[src/rtl/lfsr_scrambler_gen3_multi.sv]
// Multi-lane 128b/130b scrambler/descrambler with one 23-bit Galois LFSR per lane.
// Each byte can be skipped or bypassed, each lane can be re-seeded, and scrambling can be disabled globally.
module lfsr_scrambler_gen3_multi #(
  parameter int LANES     = 4,
  parameter int BYTES     = 2,
  parameter int LANE_BASE = 0
) (
  input  logic                     pclk,
  input  logic                     reset,
  input  logic                     in_valid,
  input  logic [LANES*BYTES*8-1:0] in_data,
  input  logic [LANES*BYTES-1:0]   in_skip,
  input  logic [LANES*BYTES-1:0]   in_bypass,
  input  logic [LANES-1:0]         seed_reset,
  input  logic                     scramble_dis,
  output logic                     out_valid,
  output logic [LANES*BYTES*8-1:0] out_data
);

  function automatic logic [22:0] lane_seed(input int lane);
    logic [2:0]  sel;
    logic [23:0] raw;
    sel = 3'((LANE_BASE + lane) % 8);
    case (sel)
      3'd0:    raw = 24'h1DBFBC;
      3'd1:    raw = 24'h0607BB;
      3'd2:    raw = 24'h1EC760;
      3'd3:    raw = 24'h18C0DB;
      3'd4:    raw = 24'h010F12;
      3'd5:    raw = 24'h19CFC9;
      3'd6:    raw = 24'h0277CE;
      default: raw = 24'h1BB807;
    endcase
    return raw[22:0];
  endfunction

  // One serial step of X^23+X^21+X^16+X^8+X^5+X^2+1; the bit shifted out feeds back into the taps.
  function automatic logic [22:0] lfsr_step(input logic [22:0] s);
    logic        fb;
    logic [22:0] n;
    fb    = s[22];
    n     = {s[21:0], fb};
    n[2]  = n[2]  ^ fb;
    n[5]  = n[5]  ^ fb;
    n[8]  = n[8]  ^ fb;
    n[16] = n[16] ^ fb;
    n[21] = n[21] ^ fb;
    return n;
  endfunction

  function automatic logic [22:0] advance8(input logic [22:0] s);
    logic [22:0] w;
    w = s;
    for (int i = 0; i < 8; i++) begin
      w = lfsr_step(w);
    end
    return w;
  endfunction

  // Keystream bit i is the bit shifted out on step i; it scrambles data bit i.
  function automatic logic [7:0] key_byte(input logic [22:0] s);
    logic [22:0] w;
    logic [7:0]  k;
    w = s;
    k = 8'h00;
    for (int i = 0; i < 8; i++) begin
      k[i] = w[22];
      w    = lfsr_step(w);
    end
    return k;
  endfunction

  logic [22:0]              state_r [LANES];
  logic [22:0]              state_nxt_s [LANES];
  logic [LANES*BYTES*8-1:0] data_nxt_s;
  logic                     out_valid_r;
  logic [LANES*BYTES*8-1:0] out_data_r;

  // Walk each lane's LFSR across its bytes in order, producing output bytes and the next lane state.
  always_comb begin : scramble_comb
    logic [22:0] walk;
    walk       = 23'h000000;
    data_nxt_s = in_data;
    for (int l = 0; l < LANES; l++) begin
      walk           = state_r[l];
      state_nxt_s[l] = state_r[l];
      for (int b = 0; b < BYTES; b++) begin
        if (in_skip[l*BYTES+b]) begin
          data_nxt_s[(l*BYTES+b)*8 +: 8] = in_data[(l*BYTES+b)*8 +: 8];
        end else begin
          if (in_bypass[l*BYTES+b] || scramble_dis) begin
            data_nxt_s[(l*BYTES+b)*8 +: 8] = in_data[(l*BYTES+b)*8 +: 8];
          end else begin
            data_nxt_s[(l*BYTES+b)*8 +: 8] = in_data[(l*BYTES+b)*8 +: 8] ^ key_byte(walk);
          end
          walk = advance8(walk);
        end
      end
      // A re-seed wins over this beat's advance; the beat itself still used the old state.
      if (seed_reset[l]) begin
        state_nxt_s[l] = lane_seed(l);
      end else if (in_valid) begin
        state_nxt_s[l] = walk;
      end else begin
        state_nxt_s[l] = state_r[l];
      end
    end
  end

  // Lane state and registered outputs; reset reloads every seed and clears the output.
  always_ff @(posedge pclk) begin
    if (reset) begin
      for (int l = 0; l < LANES; l++) begin
        state_r[l] <= lane_seed(l);
      end
      out_valid_r <= 1'b0;
      out_data_r  <= '0;
    end else begin
      for (int l = 0; l < LANES; l++) begin
        state_r[l] <= state_nxt_s[l];
      end
      out_valid_r <= in_valid;
      if (in_valid) begin
        out_data_r <= data_nxt_s;
      end else begin
        out_data_r <= out_data_r;
      end
    end
  end

  assign out_valid = out_valid_r;
  assign out_data  = out_data_r;

endmodule

[config.mk]
export PLATFORM = sky130hd
export DESIGN_NAME = lfsr_scrambler_gen3_multi
export DESIGN_NICKNAME = d
export VERILOG_FILES = /design/src/rtl/lfsr_scrambler_gen3_multi.sv
export SDC_FILE = /design/constraint.sdc
export NUM_CORES = 1
export LEC_CHECK = 0
export ABC_AREA = 1
export CORE_ASPECT_RATIO = 0.5
export CORE_UTILIZATION = 50
export DETAILED_ROUTE_END_ITERATION = 7
export GPL_ROUTABILITY_DRIVEN = 0
export PLACE_DENSITY = 0.73
export SLEW_MARGIN = 20
export SYNTH_ARGS = -nofsm -noshare
export SYNTH_HDL_FRONTEND = slang
export SYNTH_SLANG_ARGS = --single-unit
export TNS_END_PERCENT = 100
[constraint.sdc]
create_clock -name pclk -period 3.1 [get_ports pclk]
set_input_delay 0.31 -clock pclk [delete_from_list [all_inputs] [get_ports pclk]]
set_output_delay 0.31 -clock pclk [all_outputs]
set_load 0.02 [all_outputs]
==> flow_metrics.tcl <==
set metrics [dict create \
    outcome "finished clean" \
    async_reset_ff_share_pct 0 \
    grt-ovfl-total 0 \
    cts_made_buffers 17 \
    max-cap-violations 0 \
    drc_errors 0 \
    fp.dieArea_mm2 0.0252 \
    cts-resized-gates 0 \
    crit_required_ps 3440 \
    dp_slack_ps 428 \
    yosysTopAreaCell "dfxtp_1" \
    holdBufCountCts 0 \
    grt_pass1_vias 11314 \
    dpl_cell_area_mm2 0.0140 \
    tritoncts "done" \
    synth_edf_count 0 \
    crit_chain "nand2_1 -> nand2_2 -> nand2_2 -> nand2_4 -> nand2_1 -> nand2_1 -> nand2_1 -> nand3_1 -> nand2_1 -> nand3_1 -> nand2_2 -> nand2_2 -> nand2_2 -> o21ai_0 -> nand3_1 -> nand2_1 -> inv_1" \
    grt_pass1_wl_um 59900 \
    cp_common_cell "nand2_1" \
    setup_tns_ps 0 \
    final_max_slew_viol_count 0 \
    hp-class "input port to register" \
    grt.total_usage_pct 29.8 \
    rows 40 \
    cp-end-kind "register" \
    clockRootBuffer "clkbuf_16" \
    die_h_um 113 \
    ir_drop_mv 0.345 \
    wl_per_cell_um 15.6 \
    fin_area_mm2 0.0147 \
    dp_hpwl_um 26300 \
    postCtsSetupRepairBufs 0 \
    rsz0062_at_grt "false" \
    ys_seq_area_share_pct 25.7 \
    ys.flop_type "dfxtp_1" \
    critPathKind "register to register" \
    p_leak_nw 6.64 \
    synthCells 1921 \
    place_inst 2330 \
    drt_iter0_drc 1205 \
    finalClockSkew_ps 10.4 \
    vias 12690 \
    worst_path_max_delay_cell "dfxtp_1" \
    clock_path_buffers 2 \
    path_buf_inv 1 \
    die_x_um 223 \
    post-route-period-util_pct 89.5 \
    drt.antenna.violating_nets 0 \
    start_util_pct 51.0 \
    syn_nets 2009 \
    antenna-diode-count 0 \
    clock-sinks 157 \
    path_clk_slew_ps 70 \
    yosysWarnings 0 \
    p_per_area_mw_per_mm2 508 \
    grt_max_degree 105 \
    fp.coreArea_mm2 0.0240 \
    antenna_found_initial 0 \
    fin_nets 2122 \
    crit_family "simple AND/OR/NAND/NOR gates" \
    vias_per_cell 5.38 \
    stdcell_count 2359 \
    cp-start-kind "register" \
    worst_pin_slew_ps 1020 \
    first_pass_iters 8 \
    setup_slack_ps 326 \
    synth_area_leaders "dfxtp_1 26%, nand2_1 16%, xor2_1 6.8%" \
    port_buffers 152 \
    path_max_fanout 9 \
    synth-seq-cells 157 \
    clk_latency_ps 450 \
    period_needed_ps 2770 \
    synth_top_area_share_pct 25.7 \
    cp_slowest_stage_delay_ps 630 \
    drt-total-wl_um 36800 \
    cp.arrival_ps 3120 \
    ios 153 \
    max_slew_margin_pct 32.1 \
    cts-htree-levels 4 \
    max_clock_freq_ghz 0.361 \
    syn-cell-area_mm2 0.0122 \
    ys_types 42 \
    hold_viol 0 \
    drive_gt1_share_pct 10.3 \
    syn_avg_cell_area_um2 6.37 \
    setup_viol 0 \
    area_delta_synth_final_pct 19.8 \
]
[where the power goes]
part,switching (W),internal [W],total (W)
Clock,0.000885,0.00140,0.00228
Sequential,0.000115,0.00215,0.00227
Combinational,0.00183,0.00107,0.00289
Total,0.00282,0.00462,0.00744
[routing by layer]
layer	part of all wire [%]	wire, µm	up-vias	track usage, %
met2	44	16100	468	46.1
met4	3.0	1100	0	11.3
met1	46	16900	5697	41.4
li1	-	-	6462	-
met5	0	0	-	0
met3	7.6	2780	63	5.24
[path summary, 6_finish.rpt]
check        cells past startpoint      startpoint  slack (ps)              to
max                             17  state_r[1][22]         330    out_data[31]
min                              4        in_valid         330  state_r[3][10]
max reg2reg                     17  state_r[1][22]         330    out_data[31]
min reg2reg                      2  state_r[3][10]         460  state_r[3][10]
[cell type report]
cell class,count,area [µm²]
repair buffers,190,1830
multi-input cells,1488,8000
inverters,180,678
clock buffers,23,478
flip-flops and latches,157,3140
fillers,2316,9360
clock inverters,6,135
well taps,315,394
[stage by stage]
stage	util [%]	total power [W]	hold slack (ps)
6_report	61.0	0.00744	328
5_1_grt	61.0	0.00789	348
4_1_cts	61.0	0.00744	299
3_5_place_dp	58.5	0.00514	457
3_3_place_gp	58.5	0.00512	455
2_1_floorplan	-	0.00438	430
[registers in the layout, summed over array words and instances, names as in the netlist]
register / flops
out_valid: 1
out_data: 64
state_r: 92
[cell usage in the layout (no fill, tap or decap), types with 36 or more instances in the layout]
| cell type | n |
|---|---|
| a21oi_1 | 141 |
| buf_4 | 36 |
| clkdlybuf4s50_1 | 151 |
| dfxtp_1 | 157 |
| inv_1 | 159 |
| nand2_1 | 534 |
| nand2_2 | 56 |
| nand3_1 | 147 |
| nor2_1 | 95 |
| o211ai_1 | 42 |
| o21ai_0 | 157 |
| xnor2_1 | 67 |
| xor2_1 | 95 |
[worst register-to-register path, cell delays in order (launching register included)]
cell	delay [ps]
dfxtp_1	630
nand2_1	160
nand2_2	170
nand2_2	100
nand2_4	120
nand2_1	60
nand2_1	200
nand2_1	110
nand3_1	80
nand2_1	110
nand3_1	180
nand2_2	170
nand2_2	110
nand2_2	100
o21ai_0	160
nand3_1	90
nand2_1	100
inv_1	40
[cells by family (layout without fill, tap and decap cells)]
| family | count (synthesis) | after routing | share of synthesized area [%] |
|---|---|---|---|
| xor gates and xnor gates | 163 | 163 | 11.7 |
| DFF | 157 | 157 | 25.7 |
| and+or+nand+nor | 928 | 928 | 35.6 |
| buffers and inverters | 276 | 399 | 8.96 |
| AOI/OAI and AO/OA | 397 | 397 | 18.0 |
[cell usage after synthesis, types with 2 or more instances]
cell and instances:
dlygate4sd1_1 2, o22ai_1 4, nand3b_1 10, inv_2 16, buf_2 8, xnor2_1 67, nor2_1 95, nand3_2 27
clkinv_1 3, o21ai_1 17, nand2_1 534, o21ai_0 157, nand3_1 147, xor2_1 95, o211ai_1 42, nor3_1 5
o31ai_1 3, inv_1 161, or2_1 6, nand2_8 3, a21oi_1 141, and2_1 2, o221ai_1 22, nand2_4 29
buf_1 4, clkbuf_1 72, buf_4 9, a31oi_1 4, or2_2 9, o21a_1 4, nand2_2 56, dfxtp_1 157
(Power assumes the default switching activity.)
